==> config.mk <==
export PLATFORM = sky130hd
export DESIGN_NAME = pht_counter_table
export DESIGN_NICKNAME = d
export VERILOG_FILES = /design/src/rtl/bp_defs.sv /design/src/rtl/pht_cnt_next.sv /design/src/rtl/pht_counter_table.sv
export SDC_FILE = /design/constraint.sdc
export NUM_CORES = 1
export LEC_CHECK = 0
export BUFFER_PORTS_ARGS = -buffer_cell sky130_fd_sc_hd__buf_4
export CORE_UTILIZATION = 25
export CTS_CLUSTER_SIZE = 28
export DETAILED_ROUTE_END_ITERATION = 12
export SYNTH_ARGS = -nofsm -noshare
export SYNTH_HDL_FRONTEND = slang
export SYNTH_HIERARCHICAL = 1
export SYNTH_SLANG_ARGS = --single-unit
==> constraint.sdc <==
create_clock -name Clk -period 3.1 [get_ports Clk]
set_input_delay 0 -clock Clk [delete_from_list [all_inputs] [get_ports Clk]]
set_output_delay 0 -clock Clk [all_outputs]
set_load 0.01 [all_outputs]
==> src/rtl/bp_defs.sv <==
// Shared branch-predictor definitions: counter encodings and
// default geometry used by the PHT, BTB and GHR blocks.
package bp_defs;

    localparam int CNT_W = 2;

    typedef enum logic [CNT_W-1:0] {
        SNT = 2'b00,
        WNT = 2'b01,
        WT  = 2'b10,
        ST  = 2'b11
    } cnt_e;

    localparam int              DEF_IDX_W    = 6;
    localparam logic [CNT_W-1:0] DEF_INIT_CNT = 2'b01;

endpackage

==> src/rtl/pht_cnt_next.sv <==
// Saturating 2-bit counter next value: increment on taken,
// decrement on not taken, clamped at ST and SNT.
module pht_cnt_next
    import bp_defs::*;
(
    input  logic [CNT_W-1:0] cnt,
    input  logic             taken,
    output logic [CNT_W-1:0] nxt
);

    // Step toward the outcome, holding at either end.
    always_comb begin
        nxt = cnt;
        if (taken) begin
            if (cnt != ST) nxt = cnt + 2'd1;
        end else begin
            if (cnt != SNT) nxt = cnt - 2'd1;
        end
    end

endmodule

==> src/rtl/pht_counter_table.sv <==
// Pattern history table: flop array of saturating counters with a
// 1-cycle predict port and a 2-stage update pipeline with bypass.
module pht_counter_table
    import bp_defs::*;
#(
    parameter int               IDX_W    = DEF_IDX_W,
    parameter logic [CNT_W-1:0] INIT_CNT = DEF_INIT_CNT
) (
    input  logic             Clk,
    input  logic             Rst_n,
    input  logic             PredValid,
    input  logic [IDX_W-1:0] PredIndex,
    output logic             PredRspValid,
    output logic [CNT_W-1:0] PredCounter,
    output logic             PredTaken,
    input  logic             UpdValid,
    input  logic [IDX_W-1:0] UpdIndex,
    input  logic             UpdTaken,
    output logic             UpdPending
);

    localparam int DEPTH = 1 << IDX_W;

    logic [CNT_W-1:0] mem [DEPTH];

    logic             u1_valid;
    logic             u1_taken;
    logic [IDX_W-1:0] u1_idx;

    logic [CNT_W-1:0] wr_cnt;
    logic [CNT_W-1:0] byp_cnt;
    logic [CNT_W-1:0] rd_cnt;
    logic [CNT_W-1:0] lookup_cnt;
    logic             hit;

    assign rd_cnt = mem[PredIndex];
    assign hit    = u1_valid && (u1_idx == PredIndex);

    // The write lands on the same edge the lookup samples, so a hit
    // on the pending entry must see the post-update value.
    assign lookup_cnt = hit ? byp_cnt : rd_cnt;

    pht_cnt_next u_nv_wr (
        .cnt   (mem[u1_idx]),
        .taken (u1_taken),
        .nxt   (wr_cnt)
    );

    pht_cnt_next u_nv_byp (
        .cnt   (rd_cnt),
        .taken (u1_taken),
        .nxt   (byp_cnt)
    );

    // U1: capture the incoming update request.
    always_ff @(posedge Clk or negedge Rst_n) begin
        if (!Rst_n) begin
            u1_valid <= 1'b0;
            u1_idx   <= '0;
            u1_taken <= 1'b0;
        end else begin
            u1_valid <= UpdValid;
            u1_idx   <= UpdIndex;
            u1_taken <= UpdTaken;
        end
    end

    // U2: read-modify-write of the counter array.
    always_ff @(posedge Clk or negedge Rst_n) begin
        if (!Rst_n) begin
            for (int i = 0; i < DEPTH; i++) begin
                mem[i] <= INIT_CNT;
            end
        end else if (u1_valid) begin
            mem[u1_idx] <= wr_cnt;
        end
    end

    // Predict response register; counter holds between lookups.
    always_ff @(posedge Clk or negedge Rst_n) begin
        if (!Rst_n) begin
            PredRspValid <= 1'b0;
            PredCounter  <= INIT_CNT;
        end else begin
            PredRspValid <= PredValid;
            if (PredValid) PredCounter <= lookup_cnt;
        end
    end

    assign PredTaken  = PredCounter[1];
    assign UpdPending = u1_valid;

endmodule

* Yosys cells after proc, flatten, opt, wreduce, memory -nomap -nowiden *
Cells that the tools add are included.

word-level totals
  input bits = 17
  logic and storage cells = 101
  register bits after elaboration = 139
  output and inout bits = 5

cells by class
  multiplexer cells = 16
  add/subtract/negate cells = 4
  equality and inequality tests = 3
  $lt $le $gt $ge = 3
  bitwise logic cells = 2
  reduce and logical (&&, ||, !) cells = 4

operators with widths
  kind                   count
  $bwmux W128            1
  $bmux W2 S6            2
  $mux W2                12
  $ge A7 B7 Y1 const B   2
  $not A6 Y7             2
  $demux W2 S6           1
  $lt A7 B1 Y1 const B   1
  $eq A6 B6 Y1           1
  $add A2 B1 Y2 const B  2
  $ne A2 B2 Y1 const B   2
  $reduce_bool A2 Y1     2
  $sub A2 B1 Y2 const B  2
  $logic_and A1 B1 Y1    2

* Longest topological paths before layout *
Gate-level depths: netlist of run 1.

  word-level depth = 8
  depth in mapped cells = 14

* By module *
Netlist of run 1, hierarchy kept.

modules (own cells, without submodules)
  module             cells each  area each (sq um)  instances  seq. area each (sq um)
  pht_counter_table  606         7,781.2            1          3,559.7
  pht_cnt_next       3           26.3               2          0.0

* Worst setup path after synthesis of run 1 *
No wires, ideal clock.

  path type = flip-flop to flip-flop
  start = register u1_idx[0]
  end = register mem[111] (netlist name)
  arrival time = 2.919 ns
  path buffers = 4
  clock period less this slack = 3.044 ns
  data required time = 2.975 ns
  setup slack = 0.056 ns
  stages on the path, launching flop included = 11
  path through = dfrtp_1 -> buf_2 -> buf_2 -> mux4_2 -> mux2i_1 -> o221ai_1 -> or3_1 -> maj3_2 -> buf_1 -> clkbuf_1 -> mux2_2

between the ends
  longest elaborated chain between the ends = 8
  elaborated cells on any way between the ends = 17

RTL lines
  item                                             line                                    text
  start, declared                                  pht_counter_table.sv:28                 logic [IDX_W-1:0] u1_idx;
  start signal, assigned                           pht_counter_table.sv:63                 u1_idx <= UpdIndex;
  $not A6 Y7 (not written as such) (*)             pht_counter_table.sv:44                 .cnt (mem[u1_idx]),
  $bmux W2 S6 (*)                                  pht_counter_table.sv:44
  $mux W2 (not written as such) (*) (2 in series)  pht_counter_table.sv:44
  $sub A2 B1 Y2, or another cell as far along      pht_cnt_next.sv:17                      if (cnt != SNT) nxt = cnt - 2'd1;
  $mux W2 (on tied branches)                       pht_cnt_next.sv:17, pht_cnt_next.sv:15
  $mux W2 (*)                                      pht_cnt_next.sv:14                      if (taken) begin
  named net wr_cnt[1]                              pht_counter_table.sv:30                 logic [CNT_W-1:0] wr_cnt;
  $bwmux W128 (*)                                  pht_counter_table.sv:75                 mem[u1_idx] <= wr_cnt;
  end signal, assigned by index                    pht_counter_table.sv:75
  end, declared                                    pht_counter_table.sv:24                 logic [CNT_W-1:0] mem [DEPTH];

The timed path passes the listed nets; every way through them passes the cells marked *. The select of a mux whose other input is x is not followed.
A chain may end at the register's enable or synchronous reset.

* Worst setup path in the final report of run 1 *
  start = register u1_idx[0]
  end = register mem[57] (netlist name)

The elaborated chain is that of the path after synthesis.

==> results of run 1 <==
stage by stage:
| stage | hold slack [ns] | utilization, % | area [um^2] | cells | setup TNS, ns |
|---|---|---|---|---|---|
| floorplan | -0.2956 | - | 7834 | 612 | 0 |
| global placement | 0.09208 | 28.29 | 8676 | 1023 | -5.209 |
| detailed placement | 0.09832 | 28.29 | 8676 | 1023 | -8.433 |
| CTS | 0.1427 | 30.60 | 9385 | 1065 | 0 |
| global route | 0.1992 | 30.76 | 9435 | 1066 | -0.1719 |
| finish | 0.1584 | 30.76 | 9435 | 1066 | 0 |
how the worst min path moves through the flow:
stage                       startpoint              to
final                            Rst_n      UpdPending
after global placement           Rst_n      UpdPending
after floorplan                  Rst_n  PredCounter[1]
after detailed placement         Rst_n      UpdPending
after CTS                 PredIndex[5]  PredCounter[0]
after global routing      PredIndex[5]  PredCounter[0]
metal layers:
layer	track usage (%)	share of wire (%)
met1	20.17	47
met2	22.35	47
met3	3.393	4.7
met4	4.414	1.9
met5	0	0
what timing repair did:
item / in CTS / in global routing
gates resized for setup: 2 / 15
endpoints found under the hold margin: 54 / 0
buffers inserted: 0 / 1
pin swaps: 0 / 1
endpoints found under the setup margin: 127 / 127
hold buffers: 10 / 0
layout make-up:
class,count,area (um^2)
clock buffer,20,446.7
clock inverter,12,161.4
fill,3023,21230
inverter,9,33.78
multi-input combinational,416,4049
sequential,139,3562
tap,396,495.5
timing repair buffer,74,686.9
logic make-up after synthesis:
| family | synth area share, % |
|---|---|
| muxes | 36.34 |
| DFF | 45.44 |
| and+or+nand+nor | 7.746 |
| AOI/OAI and AO/OA | 6.006 |
| buffers and inverters | 3.226 |
| xor gates and xnor gates | 0.6709 |
| adders and majority gates | 0.5749 |
critical path: cells and delay by family (launching register included):
| family | cells | cell delay (ns) |
|---|---|---|
| buffers and inverters | 2 | 0.38 |
| adders and majority gates | 1 | 0.38 |
| and+or+nand+nor | 1 | 0.43 |
| AOI/OAI and AO/OA | 1 | 0.13 |
| DFF | 1 | 0.49 |
| muxes | 3 | 1.11 |
placed cells by master, fill, tap and decap left out, types with 3 or more instances in the layout:
| master | netlist | final |
|---|---|---|
| mux2i_1 | 29 | 29 |
| mux4_2 | 43 | 43 |
| buf_12 | 0 | 7 |
| a221oi_1 | 12 | 11 |
| clkbuf_16 | 0 | 17 |
| mux2_2 | 132 | 131 |
| nand3_1 | 7 | 7 |
| buf_4 | 3 | 52 |
| o221ai_1 | 4 | 4 |
| a2bb2oi_1 | 3 | 3 |
| nand2_1 | 42 | 42 |
| o21ai_1 | 2 | 6 |
| maj3_2 | 4 | 4 |
| bufinv_16 | 0 | 3 |
| clkinvlp_4 | 0 | 3 |
| inv_6 | 0 | 3 |
| inv_1 | 9 | 9 |
| dfstp_2 | 65 | 65 |
| dfrtp_1 | 74 | 72 |
| a21oi_1 | 6 | 6 |
| buf_6 | 1 | 5 |
| nand2b_1 | 5 | 5 |
| dlygate4sd3_1 | 0 | 10 |
| mux4_1 | 3 | 3 |
| xor2_1 | 3 | 3 |
| a22oi_1 | 9 | 8 |
| and2_1 | 4 | 3 |
| nor2_1 | 47 | 47 |
| o21ai_0 | 11 | 7 |
| xnor2_1 | 3 | 3 |
| nor2b_1 | 6 | 6 |
| a22o_1 | 3 | 3 |
| o22ai_1 | 8 | 7 |
power groups by stage:
| stage | sequential (mW) | clock (mW) | combinational [mW] |
|---|---|---|---|
| 6_report | 2.28 | 2.12 | 0.850 |
| 5_1_grt | 2.31 | 2.26 | 0.912 |
| 4_1_cts | 2.28 | 2.18 | 0.844 |
| 3_5_place_dp | 2.31 | 0 | 0.827 |
| 3_3_place_gp | 2.30 | 0 | 0.817 |
| 2_1_floorplan | 2.23 | 0 | 0.573 |
state kept, by name, summed over array words and instances, names as in the netlist:
register / flops
PredCounter: 2
PredRspValid: 1
UpdPending: 1
mem: 128
u1_idx: 6
u1_taken: 1
==> out/results.txt, run 1 <==
YS warnings - 6
Pre-CTS WS - -0.1088 ns
Crit path cell chain - buf_12 -> mux4_2 -> mux2i_1 -> o22ai_1 -> or4_4 -> maj3_2 -> buf_12 -> mux2_2
Clk pwr share - 40.4%
Synth cell count leaders - mux2_2, dfrtp_1, dfstp_2
WL final - 22020 um
Post-Syn Nets - 629
P_sw - 1.401 mW
Die X - 179.0 um
Gr usage total - 14.55%
Switching portion of total power - 26.64%
Max IR drop VDD - 0.4003 mV
Most frequent cell after synthesis - mux2_2
Worst-path clk slew - 0.06 ns
Static Leak - 3.886 nW
Die area - 32050 um^2
Crit. Startpoint - u1_idx[0]
WP data required - 3.41 ns
Internal - 3.857 mW
Critical path capture point type - flop
Number of flops mapped to enable cells by yosys - 0
Hold violation count in the final report - 0
Status - complete, no violations
Fraction of layout cells with a size suffix above 1 - 52.24%
R2R Setup Slk - 0.05 ns
FFs w/ async S/R, synth - 100.0%
CORE AREA - 30670 um^2
Post-DRT Antenna Nets - 0
Seq pwr share - 43.4%
Mean Syn Cell Area - 12.80 um^2
Post-synthesis sequential area ratio - 45.44%
Main synth FF type - dfrtp_1
Drt drc - 0
CP max stage cell - dfrtp_2
CP Capture Point - mem[57]
Library cells used by synthesis - 51
Synthesized flop and latch total - 139
Top cell type's share of synthesized area - 23.64%
CP Data Arrival Time - 3.36 ns
Reg2Reg Depth - 8
Initial antenna violation count - 0
Startpoint types - flop
Worst-margin pin slew - 0.7593 ns
Clock skew after layout - 0.01176 ns
Vias in the first global route - 5625
Worst skew pair latency - 0.43 ns
Maxcap violations - 0
Largest net degree at the start of global routing - 80
Port Buf Inserts - 21
Crit-path max FO - 40
Crit-path max cell delay - 0.49 ns
Clock buffer depth - 2
Area growth syn-to-layout - 20.44%
Final #Nets - 674
TritonCTS Buffers - 17
Post-synthesis cell count - 612
Synthesized area - 7834 um^2
Via/cell ratio - 5.148
Kind of path behind the tightest hold check - in2async
FP Rows - 64
Comb power frac - 16.2%
Post-synth top area cell - dfrtp_1
Final GP Congestion - 0.8651
Fin crit period - 3.050 ns
Die height - 179.0 um
GRT overflow - 0
DR vias - 5488
RSZ-0062 raised after global routing - yes
Initial DRT Pass Iterations - 5
Ranking of synthesized cells by area - dfrtp_1, dfstp_2, mux2_2, mux4_2, mux2i_1
PnR worst setup slack - 0.04976 ns
Top Ports - 22
First-pass GRT wire length - 34390 um
Worst R2R Start - u1_idx[0]
Num Clock Sinks - 139
Worst r2r dst - mem[57]
Final Cycle Share - 98.39%
Power, Total - 5.257 mW
Clk root buf - clkbuf_16
Detailed placement HPWL - 15400 um
Drt first-iter violations - 476
CTS tree - built
Relative max-transition margin - 48.91%
Cell Pwr Density - 557.2 nW/um^2
CP Class - reg2reg
Final setup viols - 0
Antenna cells - 0
CP most frequent cell - buf_12
Starting Density - 25.54%
# H-tree levels - 4
Final Max Tran Viols - 0
Drt wl/cell - 20.66 um
Fmax - 327.8 MHz
Power figures use the tool's default switching activity.
==> run 2, diff against run 1 <==
--- a/config.mk
+++ b/config.mk
@@ -5,11 +5,11 @@
 export SDC_FILE = /design/constraint.sdc
 export NUM_CORES = 1
 export LEC_CHECK = 0
+export ABC_AREA = 1
 export BUFFER_PORTS_ARGS = -buffer_cell sky130_fd_sc_hd__buf_4
 export CORE_UTILIZATION = 25
 export CTS_CLUSTER_SIZE = 28
 export DETAILED_ROUTE_END_ITERATION = 12
 export SYNTH_ARGS = -nofsm -noshare
 export SYNTH_HDL_FRONTEND = slang
-export SYNTH_HIERARCHICAL = 1
 export SYNTH_SLANG_ARGS = --single-unit
==> out/results.txt, run 2 <==
Status - complete, no violations
Synthesized area - 8593 um^2 (+9.7%)
Fin crit period - 2.650 ns (-0.4006 ns)
Worst skew pair latency - 0.44 ns (about the same)
Post-Syn Nets - 1382 (+120%)
DR vias - 8606 (+57%)
Num Clock Sinks - 139 (unchanged)
Critical path capture point type - flop
Drt drc - 0 (unchanged)
Library cells used by synthesis - 24 (-53%)
Synthesized flop and latch total - 139 (unchanged)
Port Buf Inserts - 21 (unchanged)
CP most frequent cell - nand2_1
Max IR drop VDD - 0.4298 mV (+7.4%)
CP Data Arrival Time - 2.98 ns (-0.38 ns)
WP data required - 3.43 ns (+0.02 ns)
Seq pwr share - 43.1% (-0.3 points)
CORE AREA - 33700 um^2 (+9.9%)
Static Leak - 4.704 nW (+21%)
Final Cycle Share - 85.47% (-13 points)
Synth cell count leaders - nand2_1, nand3_1, inv_1
Clock skew after layout - 0.01329 ns (+0.001533 ns)
Multiplexer share of the synthesized area - 0% (-36 points)
P_sw - 1.558 mW (+11%)
Cell Pwr Density - 511.1 nW/um^2 (-8.3%)
Internal - 3.496 mW (-9.4%)
# H-tree levels - 4 (unchanged)
Main synth FF type - dfrtp_1
Die area - 35120 um^2 (+9.6%)
Post-synthesis sequential area ratio - 41.42% (-4.0 points)
Xor and xnor fraction of the mapped netlist area - 0.2038% (-0.47 points)
Drt first-iter violations - 982 (+110%)
Area growth syn-to-layout - 15.07%
Drt wl/cell - 15.28 um (-26%)
Largest delay share family, worst path - simple AND/OR/NAND/NOR gates
Starting Density - 25.50% (-0.043 points)
Fmax - 377.4 MHz (+15%)
CTS tree - built
Initial DRT Pass Iterations - 5 (unchanged)
Final GP Congestion - 0.9445 (+9.2%)
Number of flops mapped to enable cells by yosys - 0 (unchanged)
Final #Nets - 1386 (+110%)
Relative max-transition margin - 41.63% (-7.3 points)
Largest regs - mem: 128 flops, u1_idx: 6 flops, PredCounter: 2 flops
FP Rows - 67 (+4.7%)
Startpoint types - flop
Top Ports - 22 (unchanged)
Utilization after layout - 29.34% (-1.4 points)
Kind of path behind the tightest hold check - in2reg
Max reg flops - 128 (unchanged)
Die height - 187.4 um (+4.7%)
GRT overflow - 0 (unchanged)
FFs w/ async S/R, synth - 100.0% (unchanged)
Switching portion of total power - 30.83% (+4.2 points)
Top cell type's share of synthesized area - 32.02% (+8.4 points)
Non-filler cells in the finished layout - 1830 (+72%)
Worst-margin pin slew - 0.8756 ns (+0.1163 ns)
Worst-path clk slew - 0.07 ns (about the same)
Comb power frac - 14.6% (-1.6 points)
Clock buffer depth - 2 (unchanged)
RSZ-0062 raised after global routing - no
Fraction of layout cells with a size suffix above 1 - 11.22% (-41 points)
Hold violation count in the final report - 0 (unchanged)
YS warnings - 0 (-6)
CP Class - reg2reg
Inst Count DP - 1788 (+75%)
Post-DRT Antenna Nets - 0 (unchanged)
Post-synthesis cell count - 1365 (+120%)
Via/cell ratio - 4.703 (-8.7%)
Gr usage total - 16.46% (+1.9 points)
Hold slack - 0.07494 ns (-0.08347 ns)
Ranking of synthesized cells by area - nand2_1, dfrtp_1, dfstp_2, nand3_1, inv_1
Detailed placement HPWL - 18500 um (+20%)
Initial antenna violation count - 0 (unchanged)
Most frequent cell after synthesis - nand2_1
Die X - 187.4 um (+4.7%)
Crit-path max cell delay - 0.40 ns (-0.09 ns)
WP buf/inv - 3 (+1)
Final Max Tran Viols - 0 (unchanged)
Most flop-heavy register - mem
Synth Area in Compound Gates - 2.533% (-3.5 points)
First-pass GRT wire length - 45280 um (+32%)
TritonCTS Buffers - 17 (unchanged)
Antenna cells - 0 (unchanged)
Vias in the first global route - 8319 (+48%)
Simple-gate share of the synthesized area - 47.64% (+40 points)
Post-synth top area cell - nand2_1
Commonest non-fill, non-tap cell in the layout - nand2_1
Largest net degree at the start of global routing - 89 (+11%)
CP max stage cell - dfrtp_1
Final TNS setup - 0 ns (unchanged)
Clk pwr share - 42.3% (+1.9 points)
Crit path cell chain - inv_2 -> buf_4 -> nand2_1 -> a21oi_1 -> o21ai_0 -> nand2_1 -> nand2_1 -> nand2_1 -> nor2_1 -> nand2_1 -> nand2_1 -> nand2_2 -> buf_4 -> nand3_1 -> nand2_1
Most frequent cells in the layout - nand2_1, nand3_1, inv_1, nor2_1, dfrtp_1
Main combinational cell family by area after synthesis - simple AND/OR/NAND/NOR gates
Final setup viols - 0 (unchanged)
Mean Syn Cell Area - 6.295 um^2 (-51%)
Crit-path max FO - 19 (-53%)
Post-synthesis adder-cell area fraction - 0% (-0.57 points)
WL final - 27960 um (+27%)
Clk root buf - clkbuf_16
Maxcap violations - 0 (unchanged)
-- run 2: per-stage QoR --
stage | setup slack [ns] | cell area, um^2 | total power, mW
2_1_floorplan | 1.194 | 8593 | 2.637
3_3_place_gp | 0.5043 | 9189 | 2.922
3_5_place_dp | 0.5172 | 9189 | 2.928
4_1_cts | 0.5013 | 9888 | 5.079
5_1_grt | 0.1960 | 9888 | 5.258
6_report | 0.4504 | 9888 | 5.054
-- run 2: path summary, 6_finish.rpt --
path / depth (start not counted) / from / endpoint / slack, ns
setup / recovery: 15 / u1_idx[0] / mem[85] / 0.45
hold / removal: 7 / PredIndex[5] / PredCounter[0] / 0.07
setup reg to reg: 15 / u1_idx[0] / mem[85] / 0.45
hold reg to reg: 2 / PredCounter[0] / PredCounter[0] / 0.47
max in group asynchronous: 3 / Rst_n / mem[70] / 1.95
min in group asynchronous: 2 / Rst_n / mem[45] / 0.22
-- run 2: area by class of cell --
| type | count | area, um^2 |
|---|---|---|
| multi-input cells | 1059 | 4334 |
| flip-flops and latches | 139 | 3560 |
| fillers | 3665 | 23810 |
| clock buffers | 18 | 439.2 |
| inverters | 100 | 377.9 |
| clock inverters | 14 | 160.2 |
| well taps | 448 | 560.5 |
| repair buffers | 52 | 456.7 |
-- run 2: logic make-up after synthesis --
| kind of cell | count (synthesis) |
|---|---|
| buffers and inverters | 167 |
| and+or+nand+nor | 1015 |
| xor gates and xnor gates | 2 |
| DFF | 139 |
| AOI/OAI and AO/OA | 42 |
-- run 2: per-layer routing --
layer / part of all wire (%) / up-vias / global-route usage, %
met4: 3.5 / 0 / 7.755
met2: 44 / 362 / 25.09
met3: 7.1 / 57 / 2.871
li1: - / 4233 / -
met1: 46 / 3954 / 22.54
met5: 0 / - / 0
-- run 2: repair_timing --
item	CTS	global route
hold buffers	10	0
hold endpoints to repair	54	0
gates resized for setup	0	0
buffers inserted	0	0
-- run 2: power by group through the flow --
stage / clock network (mW) / logic (mW) / registers (mW)
final: 2.14 / 0.737 / 2.18
after global routing: 2.23 / 0.826 / 2.20
after CTS: 2.16 / 0.738 / 2.18
after detailed placement: 0 / 0.725 / 2.20
after global placement: 0 / 0.717 / 2.21
after floorplan: 0 / 0.489 / 2.15
-- run 2: worst min-delay path, cell delays in order --
cell and delay (ns):
buf_4 0.14, nand3_1 0.11, nand3_1 0.08, nand2_1 0.06, nand2_1 0.05, nand2_1 0.05, nand2_1 0.04
==> run 3, diff against run 2 <==
==> constraint.sdc (replaced) <==
create_clock -name Clk -period 2.3 [get_ports Clk]
set_input_delay 0 -clock Clk [delete_from_list [all_inputs] [get_ports Clk]]
set_output_delay 0 -clock Clk [all_outputs]
set_load 0.01 [all_outputs]
==> out/results.txt, run 3 (synthesis results as in run 2) <==
Status - finished with violations
Failing checks - setup timing
Kind of path behind the tightest hold check - in2reg
Startpoint types - flop
Relative max-transition margin - 52.40% (+11 points)
Final Cell Area - 11140 um^2 (+13%)
Cell Pwr Density - 663.8 nW/um^2 (+30%)
# H-tree levels - 4 (unchanged)
Via/cell ratio - 4.934 (+4.9%)
Post-DRT Antenna Nets - 0 (unchanged)
Maxcap violations - 0 (unchanged)
Vias in the first global route - 8641 (+3.9%)
TritonCTS Buffers - 17 (unchanged)
Top Ports - 22 (unchanged)
Drt wl/cell - 17.33 um (+13%)
Final Cycle Share - 103.2% (+18 points)
Fin crit period - 2.374 ns (-0.2760 ns)
Fmax - 421.3 MHz (+12%)
Hold violation count in the final report - 0 (unchanged)
Clock buffer depth - 2 (unchanged)
CP Class - reg2reg
Die X - 187.4 um (unchanged)
Detailed placement HPWL - 19670 um (+6.3%)
WP data required - 2.62 ns (-0.81 ns)
CP Data Arrival Time - 2.70 ns (-0.28 ns)
Hold Path Stages - 7 (unchanged)
Clk root buf - clkbuf_16
PnR worst setup slack - -0.07356 ns (-0.5240 ns)
Port Buf Inserts - 21 (unchanged)
Crit-path max FO - 8 (-11)
Gr usage total - 17.32% (+0.86 points)
Commonest non-fill, non-tap cell in the layout - nand2_1
Die area - 35120 um^2 (unchanged)
Antenna cells - 0 (unchanged)
Most frequent cells in the layout - nand2_1, nand3_1, inv_1, nor2_1, dfrtp_1
Starting Density - 25.50% (unchanged)
CTS tree - built
Max reg flops - 128 (unchanged)
Drt drc - 0 (unchanged)
Final setup viols - 90 (+90)
DR vias - 9256 (+7.6%)
Worst r2r dst - mem[39]
GRT overflow - 0 (unchanged)
Final Max Tran Viols - 0 (unchanged)
Power, Total - 7.394 mW (+46%)
FP Rows - 67 (unchanged)
Initial antenna violation count - 0 (unchanged)
Final #Nets - 1432 (+3.3%)
Worst R2R Start - u1_idx[0]
Final GP Congestion - 0.9206 (-2.5%)
Static Leak - 5.230 nW (+11%)
Most flop-heavy register - mem
Max IR drop VDD - 0.5933 mV (+38%)
Critical path capture point type - flop
Critical hold path startpoint - PredIndex[5]
RSZ-0062 raised after global routing - yes
Drt first-iter violations - 1170 (+19%)
Clock skew after layout - 0.01349 ns (+0.0002031 ns)
Largest net degree at the start of global routing - 66 (-26%)
Initial DRT Pass Iterations - 6 (+1)
Num Clock Sinks - 139 (unchanged)
Worst-path clk slew - 0.07 ns (about the same)
Worst skew pair latency - 0.45 ns (about the same)
Final TNS setup - -2.948 ns (-2.948 ns)
Worst-margin pin slew - 0.7133 ns (-0.1623 ns)
R2R Setup Slk - -0.07 ns (-0.52 ns)
First-pass GRT wire length - 47690 um (+5.3%)
Area growth syn-to-layout - 29.63%
Placed cell area - 9522 um^2 (+3.6%)
Largest regs - mem: 128 flops, u1_idx: 6 flops, PredCounter: 2 flops
Fraction of layout cells with a size suffix above 1 - 21.99% (+11 points)
Reg2Reg Depth - 15 (unchanged)
WL final - 32500 um (+16%)
CORE AREA - 33700 um^2 (unchanged)
Die height - 187.4 um (unchanged)
Hold EP - PredCounter[1]
-- run 3: cell types whose count changed in the layout (fill, tap and decap cells not counted), sizes merged --
cell | previous run | this run
clkinv | 3 | 8
bufinv | 2 | 4
clkbuf | 18 | 27
inv | 105 | 100
buf | 42 | 79
clkinvlp | 4 | 2
-- run 3: per-stage QoR --
step           util [%]  std cells  setup WS, ns  hold slack [ns]
2_1_floorplan         -       1365        0.3944          -0.2956
3_3_place_gp      28.25       1814      -0.07940          0.02386
3_5_place_dp      28.25       1814      -0.07238          0.02451
4_1_cts           30.42       1856      -0.06179          0.05205
5_1_grt           33.05       1876       -0.1210          0.08863
6_report          33.05       1876      -0.07356          0.05044
-- run 3: where the power goes --
part	switching, mW	total [mW]	internal [mW]
logic	0.897	1.44	0.544
registers	0.192	2.94	2.75
clock network	1.19	3.01	1.82
total	2.28	7.39	5.11
-- run 3: per-layer routing --
metal,wire length (um),GRT usage [%]
met1,13990,23.71
met2,14340,27.04
met3,2793,3.133
met4,1377,6.629
met5,0,0
-- run 3: repair_timing --
action	4_1_cts	5_1_grt
cloned	0	14
setup buffers	0	6
pin swaps	0	42
setup endpoints to repair	128	128
hold endpoints to repair	67	0
resized for setup	2	163
hold buffers	10	0
-- run 3: worst max-delay path by stage --
stage                   start  endpoint  slack, ns  cells after the start
CTS                 u1_idx[0]    mem[2]      -0.06                     15
detailed placement  u1_idx[0]   mem[31]      -0.07                     15
finish              u1_idx[0]   mem[39]      -0.07                     15
floorplan           u1_idx[0]  mem[111]       0.39                     17
global placement    u1_idx[0]  mem[127]      -0.08                     15
global route        u1_idx[0]   mem[20]      -0.12                     17
-- run 3: final cells by class --
class / count / area (um^2)
timing repair buffer: 98 / 1172
multi-input combinational: 1059 / 4828
clock buffer: 18 / 429.2
fill: 3583 / 22560
clock inverter: 14 / 197.7
sequential: 139 / 3561
tap: 448 / 560.5
inverter: 100 / 390.4
-- run 3: critical path, stage by stage, from the launching register on --
cell and delay (ns):
dfrtp_2 0.43, buf_12 0.16, buf_12 0.13, nand2_1 0.05, a21oi_1 0.07, or2_4 0.24, nand2_1 0.06, nand2_1 0.06
nand2_2 0.09, nand4_1 0.19, nor2_4 0.20, buf_12 0.13, nand2_8 0.10, clkbuf_16 0.22, nand3_2 0.06, nand2_1 0.06
